===== src/rtl/pool_pkg.sv =====
// Shared types for the 2x2 average-pooling tile path.
package pool_pkg;
  localparam int PIX_W = 32;

  typedef logic [PIX_W-1:0] pixel_t;

  typedef enum logic [1:0] {
    LOAD,
    POOL,
    DRAIN
  } pool_state_t;
endpackage


===== src/rtl/avg_pool.sv =====
// Combinational 2x2 average pooling over one WIDTH_IN x WIDTH_IN tile.
// Each of the four window terms is shifted down by 2 before the sum, so the
// 32-bit result can never overflow.
module avg_pool
  import pool_pkg::*;
#(
  parameter int WIDTH_IN = 8,
  localparam int WIDTH_OUT = WIDTH_IN / 2
) (
  input  pixel_t [WIDTH_IN*WIDTH_IN-1:0]   tile,
  output pixel_t [WIDTH_OUT*WIDTH_OUT-1:0] pooled
);

  // One adder tree per output window; i is the output column, j the output row.
  for (genvar j = 0; j < WIDTH_OUT; j++) begin : g_row
    for (genvar i = 0; i < WIDTH_OUT; i++) begin : g_col
      localparam int B = 2*i + 2*j*WIDTH_IN;
      assign pooled[i + j*WIDTH_OUT] = (tile[B]            >> 2)
                                     + (tile[B+1]          >> 2)
                                     + (tile[B+WIDTH_IN]   >> 2)
                                     + (tile[B+WIDTH_IN+1] >> 2);
    end
  end

endmodule


===== src/rtl/avg_pool_tile_ctrl.sv =====
// Tile sequencer around avg_pool: collects a raster-order tile, pools it in a
// single cycle, then streams the pooled tile out with valid/ready and last.
module avg_pool_tile_ctrl
  import pool_pkg::*;
#(
  parameter int WIDTH_IN = 8,
  parameter int CNT_W    = 16,
  localparam int WIDTH_OUT = WIDTH_IN / 2
) (
  input  logic             clk,
  input  logic             reset,
  input  logic             in_valid,
  output logic             in_ready,
  input  logic [PIX_W-1:0] in_data,
  output logic             out_valid,
  input  logic             out_ready,
  output logic [PIX_W-1:0] out_data,
  output logic             out_last,
  output logic             busy,
  output logic [CNT_W-1:0] tiles_done
);

  localparam int N_IN   = WIDTH_IN * WIDTH_IN;
  localparam int N_OUT  = WIDTH_OUT * WIDTH_OUT;
  localparam int IN_CW  = $clog2(N_IN);
  localparam int OUT_CW = (N_OUT > 1) ? $clog2(N_OUT) : 1;

  pool_state_t             state;
  logic [IN_CW-1:0]        in_cnt;
  logic [OUT_CW-1:0]       out_cnt;
  logic [OUT_CW-1:0]       out_nxt;
  pixel_t [N_IN-1:0]       tile_buf;
  pixel_t [N_OUT-1:0]      pooled;
  pixel_t [N_OUT-1:0]      res;
  logic                    in_last;

  // Ready is gated by reset so no pixel is taken during the reset cycle.
  assign in_ready = (state == LOAD) && !reset;
  assign busy     = (state != LOAD) || (in_cnt != '0);
  assign in_last  = (in_cnt == IN_CW'(N_IN - 1));
  assign out_nxt  = out_cnt + 1'b1;

  avg_pool #(.WIDTH_IN(WIDTH_IN)) u_avg_pool (
    .tile   (tile_buf),
    .pooled (pooled)
  );

  // Tile buffer: written at the raster index of each accepted pixel.
  // A reset mid-tile leaves stale data; it is fully overwritten before use.
  always_ff @(posedge clk) begin
    if (in_valid && in_ready) tile_buf[in_cnt] <= in_data;
  end

  // Pooled result is registered once, in the POOL cycle.
  always_ff @(posedge clk) begin
    if (state == POOL) res <= pooled;
  end

  // Main FSM with registered output-side signals.
  always_ff @(posedge clk) begin
    if (reset) begin
      state      <= LOAD;
      in_cnt     <= '0;
      out_cnt    <= '0;
      out_valid  <= 1'b0;
      out_last   <= 1'b0;
      out_data   <= '0;
      tiles_done <= '0;
    end else begin
      case (state)
        LOAD: begin
          if (in_valid) begin
            if (in_last) begin
              in_cnt <= '0;
              state  <= POOL;
            end else begin
              in_cnt <= in_cnt + 1'b1;
            end
          end
        end
        POOL: begin
          // Present the first pooled pixel straight from the pooling logic
          // so out_data is valid in the first DRAIN cycle.
          out_cnt   <= '0;
          out_valid <= 1'b1;
          out_data  <= pooled[0];
          out_last  <= (N_OUT == 1);
          state     <= DRAIN;
        end
        DRAIN: begin
          if (out_ready) begin
            if (out_last) begin
              out_valid  <= 1'b0;
              out_last   <= 1'b0;
              tiles_done <= tiles_done + 1'b1;
              state      <= LOAD;
            end else begin
              out_cnt  <= out_nxt;
              out_data <= res[out_nxt];
              out_last <= (out_nxt == OUT_CW'(N_OUT - 1));
            end
          end
        end
        default: state <= LOAD;
      endcase
    end
  end

endmodule

===== config.mk =====
export PLATFORM = sky130hd
export DESIGN_NAME = avg_pool_tile_ctrl
export DESIGN_NICKNAME = d
export VERILOG_FILES = /design/src/rtl/pool_pkg.sv /design/src/rtl/avg_pool.sv /design/src/rtl/avg_pool_tile_ctrl.sv
export SDC_FILE = /design/constraint.sdc
export NUM_CORES = 2
export LEC_CHECK = 0
export BUFFER_PORTS_ARGS = -buffer_cell sky130_fd_sc_hd__clkbuf_2
export CORE_MARGIN = 10
export CORE_UTILIZATION = 35
export DETAILED_ROUTE_END_ITERATION = 10
export GPL_TIMING_DRIVEN = 1
export PLACE_DENSITY = 0.47
export SLEW_MARGIN = 25
export SYNTH_ARGS = -nofsm -noshare
export SYNTH_HDL_FRONTEND = slang
export SYNTH_SLANG_ARGS = --single-unit

===== constraint.sdc =====
create_clock -name clk -period 28 [get_ports clk]
set_input_delay 5.6 -clock clk [delete_from_list [all_inputs] [get_ports clk]]
set_output_delay 5.6 -clock clk [all_outputs]
set_load 0.01 [all_outputs]

==> results.py <==
metrics = {
    "synthesis": {
        "synth-edff-count": 2432,
        "avgSynthCellArea_um2": 13.78,
        "synth.net_count": 11090,
        "synthFlopType": "edfxtp_1",
        "async_reset_ff_share_pct": 0,
        "ys_warn_count": 0,
        "yosysSeqAreaShare_pct": 56.25,
        "synth_cells": 9585,
        "syn_area_um2": 132000,
        "netlist-cell-type-count": 95,
        "synth.ff_latch_count": 2494,
    },
    "place": {
        "dp_slack_ns": 15.21,
        "dp_hpwl_mm": 253.9,
        "place_area_um2": 140100,
        "gp_congestion": 0.8702,
        "place_inst": 14680,
        "portBuffers": 85,
    },
    "timing": {
        "slew-limit-headroom_pct": 24.77,
        "drv_slew": 0,
        "tns_ns": 0,
        "layout_min_cycle_time_ns": 12.82,
        "clock.fmax_mhz": 77.99,
        "period_share_pct": 45.79,
        "setup_viol": 0,
        "final_hold_viol_count": 0,
        "rsz0062_at_grt": "false",
        "clock-skew-final_ns": 0.08378,
        "finalWorstSetupSlack_ns": 15.18,
        "tightest_slew_ns": 1.125,
    },
    "global_route": {
        "track_usage_pct": 16.98,
        "overflow": 0,
        "antenna_found_initial": 35,
        "first_global_vias": 78600,
        "grt_max_degree": 133,
        "grt_pass1_wl_mm": 511.3,
    },
    "die": {
        "num_rows": 225,
        "initial_utilization_pct": 35.16,
        "fp.dieH_um": 634.2,
        "io-pin-count": 88,
        "core_um2": 375500,
        "die_width_um": 634.2,
        "die_area_um2": 402200,
    },
    "drt": {
        "antenna_left": 0,
        "routedWlPerCell_um": 22.65,
        "first_pass_iters": 6,
        "vias": 75930,
        "routed_wirelength_mm": 345.4,
        "drc_errors": 0,
        "viasPerCell": 4.981,
        "drtIter0Drc": 5385,
    },
    "clock_tree": {
        "cts_inserted_buffers": 299,
        "cts_buffer_depth": 4,
        "clk_pin_slew_ns": 0.05,
        "root_buffer": "clkbuf_16",
        "h-tree-depth": 5,
        "insertion_delay_ns": 0.93,
        "tritoncts": "built",
        "hold_buffers": 0,
        "cts_setup_buffers": 0,
        "clock-sinks": 2494,
        "cts_resized": 0,
    },
    "flow_run": {
        "drv_cap": 0,
    },
    "worst_setup_path": {
        "arrival_ns": 7.22,
        "r2r_cells": 26,
        "critPathKind": "in -> out",
        "required_ns": 22.40,
        "crit_fanout": 66,
        "worstSetupEndpointType": "primary output",
        "startpoint_type": "input pin",
    },
    "pwr": {
        "power_uw": 8211,
        "cellPowerDensity_nw_per_um2": 54.75,
        "peakVddDrop_uv": 43.88,
        "power.leakage_uw": 0.05785,
    },
    "cells_and_area": {
        "fin_nets": 11500,
        "area_growth_pct": 13.58,
        "layout.cells.non_filler": 15250,
        "design_area_um2": 150000,
        "drive_above_1_share_pct": 9.099,
    },
    "status": {
        "status": "finished clean",
    },
    "worst_hold_path": {
        "hold_path.class": "reg -> reg",
        "holdPathStages": 2,
    },
}
## per-stage QoR
stage | utilization [%] | hold slack [ns]
floorplan | - | 0.4878
global placement | 37.14 | 0.4821
detailed placement | 37.30 | 0.5038
CTS | 39.85 | 0.5119
global route | 39.92 | 0.5510
finish | 39.93 | 0.5106
## sequential cells by signal, indices dropped and copies added, names as in the netlist
| name | count |
|---|---|
| tile_buf | 1920 |
| res | 512 |
| out_data | 32 |
| tiles_done | 16 |
| in_cnt | 6 |
| out_cnt | 4 |
| state | 2 |
| out_last | 1 |
| out_valid | 1 |
## synthesized netlist by cell type (35+ instances only)
cell type,count,area share [%]
and3_1,57,0.27
nand3_1,128,0.49
o21a_1,117,0.67
a21oi_1,588,2.2
edfxtp_1,2432,55
fa_1,680,10
inv_1,1373,3.9
a31oi_1,48,0.23
xnor2_1,438,2.9
ha_1,791,7.5
a21o_1,362,2.1
nor2_1,471,1.3
or3_1,43,0.20
nand4_1,42,0.20
nor2b_1,87,0.41
clkbuf_1,66,0.19
o21ai_0,256,0.97
nor3_1,87,0.33
xor2_1,249,1.7
and2_1,35,0.17
dfxtp_1,62,0.94
a211oi_1,67,0.38
mux4_2,160,2.7
nand2_1,339,0.96
o21bai_1,103,0.59
nand2b_1,93,0.44
## final timing paths
| kind | startpoint | to | slack (ns) |
|---|---|---|---|
| hold / removal | tiles_done[5]$_SDFFE_PP0P_ | tiles_done[5]$_SDFFE_PP0P_ | 0.51 |
| hold reg to reg | tiles_done[5]$_SDFFE_PP0P_ | tiles_done[5]$_SDFFE_PP0P_ | 0.51 |
| setup reg to reg | tile_buf[706]$_DFFE_PP_ | res[253]$_DFFE_PP_ | 21.42 |
| setup / recovery | reset | in_ready | 15.18 |
## cells by family (layout without fill, tap and decap cells)
family,count (synthesis),count (layout),synth area share (%)
AOI/OAI and AO/OA,1859,1859,9.260
xor gates and xnor gates,687,687,4.557
DFF,2494,2494,56.25
other,0,20,0
and+or+nand+nor,1454,1454,5.219
adders and majority gates,1471,1471,17.81
buffers and inverters,1456,2103,4.148
muxes,164,164,2.759
## per-layer routing
metal  part of all wire (%)  GRT usage (%)  routed length [um]  vias to the layer above
met1                     46          23.96              160000                    38490
met3                    4.6          2.123               15930                      482
met4                    3.1          4.612               10580                        0
li1                       -              -                   -                    35300
met5                      0              0                   0                        -
met2                     46          27.69              158900                     1661
## final cells by class
type                            instances  area (um^2)
Clock buffer                          368         7943
Tap cell                             4994         6248
Antenna cell                           20        50.05
Sequential cell                      2494        74280
Clock inverter                        168         1650
Inverter                             1373         5161
Multi-Input combinational cell       5635        52770
Fill cell                           34930       225600
Timing Repair Buffer                  194         1861
## power breakdown
group          switching [uW]  internal, uW
logic                     198          65.3
clock network            1580          2280
registers                1.53          4090
total                    1780          6430
## worst max-delay path, stage by stage
cell	delay, ns
buf_4	0.27
nor3_1	0.92
clkbuf_2	0.29
## cells in the final DEF (no fill, tap or decap), types with 126 or more instances in the layout
master	n
xor2_1	246
nand3_1	126
edfxtp_1	2432
ha_1	790
inv_1	1372
o21ai_0	256
clkbuf_16	308
a21o_1	362
nand2_1	336
nor2_1	409
a21oi_1	588
fa_1	680
mux4_2	160
xnor2_1	437
(Power assumes the default switching activity.)
